===== config.mk =====
export PLATFORM = sky130hd
export DESIGN_NAME = ads1115_avg_filter
export DESIGN_NICKNAME = d
export VERILOG_FILES = /design/src/rtl/ads1115_avg_filter_pkg.sv /design/src/rtl/ads1115_avg_filter_ram.sv /design/src/rtl/ads1115_avg_filter.sv
export SDC_FILE = /design/constraint.sdc
export NUM_CORES = 1
export LEC_CHECK = 0
export CAP_MARGIN = 15
export CELL_PAD_IN_SITES_DETAIL_PLACEMENT = 0
export CELL_PAD_IN_SITES_GLOBAL_PLACEMENT = 1
export CORE_MARGIN = 5
export CORE_UTILIZATION = 54
export CTS_BUF_LIST = sky130_fd_sc_hd__clkbuf_2
export CTS_CLUSTER_SIZE = 8
export DETAILED_ROUTE_END_ITERATION = 10
export GPL_ROUTABILITY_DRIVEN = 0
export GPL_TIMING_DRIVEN = 1
export PLACE_DENSITY = 0.87
export SLEW_MARGIN = 30
export SYNTH_ARGS = -nofsm -noshare
export SYNTH_HDL_FRONTEND = slang
export SYNTH_HIERARCHICAL = 1
export SYNTH_SLANG_ARGS = --single-unit
export TNS_END_PERCENT = 5

===== constraint.sdc =====
create_clock -name i_clk -period 4.3 [get_ports i_clk]
set_clock_uncertainty 0.05 [all_clocks]
set_input_delay 0.86 -clock i_clk [delete_from_list [all_inputs] [get_ports i_clk]]
set_output_delay 0.86 -clock i_clk [all_outputs]
set_load 0.005 [all_outputs]

===== src/rtl/ads1115_avg_filter_pkg.sv =====
// Shared ADS1115 filter definitions: sample width, full-scale codes and FSM states.
package ads1115_avg_filter_pkg;

  localparam int ADS_SAMPLE_W = 16;

  // Full-scale codes at gain 1 (+/-4.096 V)
  localparam logic signed [ADS_SAMPLE_W-1:0] ADS_FS_POS      = 16'sh7FFF;
  localparam logic signed [ADS_SAMPLE_W-1:0] ADS_FS_NEG      = 16'sh8000;
  localparam int                             ADS_FS_MV_GAIN1 = 4096;

  typedef enum logic [1:0] {
    S_IDLE   = 2'd0,
    S_READ   = 2'd1,
    S_UPDATE = 2'd2
  } state_t;

endpackage


===== src/rtl/ads1115_avg_filter_ram.sv =====
// Window sample store: simple dual-port RAM, one write port, registered read, no reset.
module avg_sample_ram #(
  parameter int AW = 4,
  parameter int DW = 16
) (
  input  logic          clk_i,
  input  logic          wr_en_i,
  input  logic [AW-1:0] wr_addr_i,
  input  logic [DW-1:0] wr_data_i,
  input  logic          rd_en_i,
  input  logic [AW-1:0] rd_addr_i,
  output logic [DW-1:0] rd_data_o
);

  logic [DW-1:0] mem_q [2**AW];
  logic [DW-1:0] rd_data_q;

  always_ff @(posedge clk_i) begin
    if (wr_en_i) mem_q[wr_addr_i] <= wr_data_i;
    if (rd_en_i) rd_data_q <= mem_q[rd_addr_i];
  end

  assign rd_data_o = rd_data_q;

endmodule


===== src/rtl/ads1115_avg_filter.sv =====
// Boxcar average over 2^LOG2_N samples; i_valid -> o_avg_valid in 3 cycles, inputs arriving
// while busy are dropped and flagged on o_overrun. Min/max tracking under ADS1115_AVG_MINMAX_EN.
module ads1115_avg_filter
  import ads1115_avg_filter_pkg::*;
#(
  parameter int unsigned LOG2_N = 4
) (
  input  logic                           i_clk,
  input  logic                           i_rst,
  input  logic signed [ADS_SAMPLE_W-1:0] i_data,
  input  logic                           i_valid,
  input  logic                           i_clear,
  output logic signed [ADS_SAMPLE_W-1:0] o_avg,
  output logic                           o_avg_valid,
  output logic                           o_primed,
  output logic                           o_overrun
`ifdef ADS1115_AVG_MINMAX_EN
  ,
  output logic signed [ADS_SAMPLE_W-1:0] o_min,
  output logic signed [ADS_SAMPLE_W-1:0] o_max
`endif
);

  localparam int SUM_W  = ADS_SAMPLE_W + LOG2_N;
  localparam int FILL_W = LOG2_N + 1;
  localparam logic [FILL_W-1:0] FULL = {1'b1, {LOG2_N{1'b0}}};

  state_t state_q, state_d;
  logic   take_s, read_s, upd_s, drop_s;

  logic signed [ADS_SAMPLE_W-1:0] sample_q, sample_d;
  logic signed [ADS_SAMPLE_W-1:0] avg_q, avg_d;
  logic signed [ADS_SAMPLE_W-1:0] oldest;
  logic        [ADS_SAMPLE_W-1:0] rd_data;
  logic signed [SUM_W-1:0]        sum_q, sum_d;
  logic        [LOG2_N-1:0]       wr_ptr_q, wr_ptr_d;
  logic        [FILL_W-1:0]       fill_q, fill_d;
  logic                           primed_q, primed_d;
  logic                           avg_vld_q, avg_vld_d;
  logic                           ovr_q, ovr_d;

  always_ff @(posedge i_clk) begin
    if (i_rst || i_clear) state_q <= S_IDLE;
    else                  state_q <= state_d;
  end

  always_comb begin
    state_d = state_q;
    case (state_q)
      S_IDLE:   if (i_valid) state_d = S_READ;
      S_READ:   state_d = S_UPDATE;
      S_UPDATE: state_d = S_IDLE;
      default:  state_d = S_IDLE;
    endcase
  end

  always_comb begin
    take_s = 1'b0;
    read_s = 1'b0;
    upd_s  = 1'b0;
    drop_s = 1'b0;
    if (!i_clear) begin
      case (state_q)
        S_IDLE:   take_s = i_valid;
        S_READ:   begin read_s = 1'b1; drop_s = i_valid; end
        S_UPDATE: begin upd_s  = 1'b1; drop_s = i_valid; end
        default:  drop_s = i_valid;
      endcase
    end
  end

  // Read slot wr_ptr is the oldest sample once the window has wrapped
  avg_sample_ram #(.AW(LOG2_N), .DW(ADS_SAMPLE_W)) u_ram (
    .clk_i     (i_clk),
    .wr_en_i   (read_s),
    .wr_addr_i (wr_ptr_q),
    .wr_data_i (sample_q),
    .rd_en_i   (take_s),
    .rd_addr_i (wr_ptr_q),
    .rd_data_o (rd_data)
  );

  assign oldest = primed_q ? $signed(rd_data) : '0;

  always_comb begin
    sample_d  = sample_q;
    sum_d     = sum_q;
    wr_ptr_d  = wr_ptr_q;
    fill_d    = fill_q;
    primed_d  = primed_q;
    avg_d     = avg_q;
    avg_vld_d = 1'b0;
    ovr_d     = drop_s;
    if (take_s) sample_d = i_data;
    if (read_s)
      sum_d = sum_q + {{LOG2_N{sample_q[ADS_SAMPLE_W-1]}}, sample_q}
                    - {{LOG2_N{oldest[ADS_SAMPLE_W-1]}}, oldest};
    if (upd_s) begin
      wr_ptr_d = wr_ptr_q + LOG2_N'(1);
      fill_d   = (fill_q == FULL) ? fill_q : fill_q + FILL_W'(1);
      if (fill_d == FULL) begin
        primed_d  = 1'b1;
        // Top bits of the sum are the floor of sum / 2^LOG2_N
        avg_d     = sum_q[SUM_W-1 -: ADS_SAMPLE_W];
        avg_vld_d = 1'b1;
      end
    end
  end

  always_ff @(posedge i_clk) begin
    if (i_rst) begin
      sample_q  <= '0;
      sum_q     <= '0;
      wr_ptr_q  <= '0;
      fill_q    <= '0;
      primed_q  <= 1'b0;
      avg_q     <= '0;
      avg_vld_q <= 1'b0;
      ovr_q     <= 1'b0;
    end else if (i_clear) begin
      sum_q     <= '0;
      wr_ptr_q  <= '0;
      fill_q    <= '0;
      primed_q  <= 1'b0;
      avg_vld_q <= 1'b0;
      ovr_q     <= 1'b0;
    end else begin
      sample_q  <= sample_d;
      sum_q     <= sum_d;
      wr_ptr_q  <= wr_ptr_d;
      fill_q    <= fill_d;
      primed_q  <= primed_d;
      avg_q     <= avg_d;
      avg_vld_q <= avg_vld_d;
      ovr_q     <= ovr_d;
    end
  end

  assign o_avg       = avg_q;
  assign o_avg_valid = avg_vld_q;
  assign o_primed    = primed_q;
  assign o_overrun   = ovr_q;

`ifdef ADS1115_AVG_MINMAX_EN
  logic                           mm_vld_q, mm_vld_d;
  logic signed [ADS_SAMPLE_W-1:0] min_q, min_d, max_q, max_d;

  always_comb begin
    mm_vld_d = mm_vld_q;
    min_d    = min_q;
    max_d    = max_q;
    if (upd_s) begin
      mm_vld_d = 1'b1;
      if (!mm_vld_q || sample_q < min_q) min_d = sample_q;
      if (!mm_vld_q || sample_q > max_q) max_d = sample_q;
    end
  end

  // Extremes hold across a clear until the next accepted sample reloads them
  always_ff @(posedge i_clk) begin
    if (i_rst) begin
      mm_vld_q <= 1'b0;
      min_q    <= '0;
      max_q    <= '0;
    end else if (i_clear) begin
      mm_vld_q <= 1'b0;
    end else begin
      mm_vld_q <= mm_vld_d;
      min_q    <= min_d;
      max_q    <= max_d;
    end
  end

  assign o_min = min_q;
  assign o_max = max_q;
`endif

endmodule


==> flow_summary.yaml <==
route:
  first_pass_iters: 5
  routed_wirelength_mm: 31.31
  dr.first_iter.drc_count: 798
  wl_per_cell_um: 21.33
  ant_nets: 0
  drcViolationCount: 0
  vias_per_cell: 5.710
  vias: 8382
yosys:
  async_reset_ff_share_pct: 0
  yosys.area.top_type: "edfxtp_1"
  synth_area_um2: 14290
  ys_ff_latch: 338
  synth_edf_count: 272
  synth.most_common_cell: "edfxtp_1"
  synth-seq-area-share_pct: 66.42
  ys_types: 53
  ys_warn_count: 6
  yosys_most_used_dff: "edfxtp_1"
  synth_top_area_share_pct: 57.17
  synth.avg_cell_area_um2: 15.23
  syn_nets: 1001
  synthCells: 938
  synth_common_cells: "edfxtp_1, nand2_1, inv_1"
  synth_area_leaders: "edfxtp_1, dfxtp_1, mux4_2"
setup_path:
  end_kind: "flip-flop"
  worstPathRequired_ns: 5.03
  critPathArrivalTime_ns: 4.35
  rr_startpoint: "o_primed"
  start_kind: "flip-flop"
  critical_path_buf_inv_count: 1
  cp_slowest_stage_delay_ns: 0.66
  crit_type: "flip-flop to flip-flop"
  cpMaxStageDelayCell: "dfxtp_1"
  r2r_end: "sum_q[19]"
  crit_path_start: "o_primed"
  critical_path.top_delay_family: "simple AND/OR/NAND/NOR gates"
  reg2reg_slack_ns: 0.68
  path_cells: "and2_1 > fa_1 > inv_1 > ha_1 > a211o_1 > a211oi_2 > nor4_1 > nor3b_2 > nor3_1 > or4_1 > a31oi_1"
  cp_max_fo: 18
  reg2reg_depth: 11
timing:
  setup_ws_ns: 0.6838
  slew_violations: 0
  slew_headroom_pct: 31.63
  worstMarginPinSlew_ns: 1.024
  clock.fmax_mhz: 276.5
  tns_ns: 0
  finalCritPeriodShare_pct: 84.10
  final-hold-violation-count: 0
  finalCriticalPeriod_ns: 3.616
  finalSetupViolations: 0
  rsz0062_at_grt: "false"
floorplan:
  die_area_um2: 29810
  pin_count: 39
  rows: 59
  initial_core_util_pct: 54.82
  fp.dieH_um: 172.7
  core_area_um2: 26060
  die_x_um: 172.7
global_routing:
  grt_max_degree: 54
  antenna_found_initial: 1
  grt_usage_pct: 21.01
  grt_pass1_vias: 8568
  busiest_layer: "met2"
  grt_pass1_wl_mm: 49.00
  grt.met3_usage_pct: 4.127
  overflow: 0
  use_met2_pct: 33.52
  use_met1_pct: 29.71
power_and_ir_drop:
  irDropWorstVdd_mv: 0.3463
  leakagePower_nw: 5.446
  powerDensity_nw_per_um2: 372.1
clock_tree:
  cts_tree: "done"
  root_buffer: "clkbuf_2"
  cts.sinks: 338
  post_cts_resize_count: 0
  clock_latency_ns: 0.87
  h-tree-depth: 3
  cts.reportedPaths.clkPinSlew_ns: 0.10
  hold_buffers: 0
  cts_setup_buffers: 0
  clock_path_buffers: 3
  numCtsBuffers: 84
placed_design:
  place_ws_ns: 0.7175
  post-dp-hpwl_mm: 20.36
  io_buffers: 38
status:
  status: "finished clean"
worst_hold_path:
  hp-class: "flip-flop to flip-flop"
  min_from: "sum_q[0]"
  whs_path_depth: 2
  hold_end: "sum_q[0]"
cells_and_area:
  utilization_pct: 61.79
  syn2layout_area_growth_pct: 12.70
  drive_gt1_share_pct: 22.17
  num-nets-final: 1139
flow_run:
  cap_violations: 0
==> how the worst max path moves through the flow <==
| stage | endpoint | slack (ns) | cells after the start |
|---|---|---|---|
| after floorplan | u_ram/mem_q[0][0] | 0.61 | 6 |
| after global placement | sum_q[19] | 0.80 | 11 |
| after detailed placement | sum_q[16] | 0.72 | 11 |
| after CTS | sum_q[19] | 0.72 | 11 |
| after global routing | sum_q[16] | 0.31 | 11 |
| final | sum_q[19] | 0.68 | 11 |
==> stage by stage <==
step	instances	area, um^2	power [mW]	hold slack [ns]
CTS	1466	16070	6.048	0.4098
global placement	1324	15340	4.008	0.3928
floorplan	938	14290	3.900	0.3819
detailed placement	1324	15340	4.012	0.3963
finish	1468	16100	5.991	0.4064
global route	1468	16100	6.300	0.4284
==> layout make-up <==
class / instances / area [um^2]
Inverter: 79 / 296.5
Clock inverter: 21 / 120.1
Multi-Input combinational cell: 480 / 4337
Fill cell: 1995 / 9958
Tap cell: 335 / 419.2
Sequential cell: 338 / 9494
Clock buffer: 121 / 605.6
Timing Repair Buffer: 93 / 825.8
Antenna cell: 1 / 2.502
==> placed cells by master, fill, tap and decap left out, types with 13 or more instances in the layout <==
cell,instances
and2_1,17
fa_1,19
edfxtp_1,272
nand2_1,83
o21ai_0,13
nor2_1,59
mux2i_1,19
mux4_2,54
dfxtp_1,64
a21oi_1,40
clkbuf_2,121
clkinv_1,15
clkdlybuf4s50_1,38
ha_1,24
inv_1,78
buf_4,53
a22oi_1,32
==> tightest hold or removal path, delay by kind of cell (launching register included) <==
kind / cells / cell delay (ns)
and+or+nand+nor: 1 / 0.05
DFF: 1 / 0.32
AOI/OAI and AO/OA: 1 / 0.05
==> sequential cells by signal, summed over array words and instances (netlist names) <==
register / cells
o_avg: 16
o_avg_valid: 1
u_ram/rd_data_o: 16
o_primed: 1
sample_q: 16
sum_q: 20
fill_q: 5
o_overrun: 1
state_q: 2
wr_ptr_q: 4
u_ram/mem_q: 256
==> metal layers <==
metal | vias to the layer above | routed length [um]
li1 | 3839 | -
met1 | 4162 | 13300
met2 | 336 | 15180
met3 | 45 | 2336
met4 | 0 | 492
met5 | - | 0
==> logic make-up after synthesis <==
family          after synthesis  share of synthesized area (%)
simple gates                211                          6.788
fa+ha+maj                    43                          4.764
compound gates              123                          5.631
flops                       338                          66.42
buf+inv                     120                          3.486
xor+xnor                     20                          1.226
mux                          83                          11.68
==> where the power goes <==
part / internal [mW] / leakage [nW] / switching (mW)
Sequential: 3.54 / 2.85 / 0.0207
Clock: 0.812 / 0.560 / 1.24
Combinational: 0.156 / 2.04 / 0.231
Total: 4.50 / 5.45 / 1.49
Power figures use the tool's default switching activity.
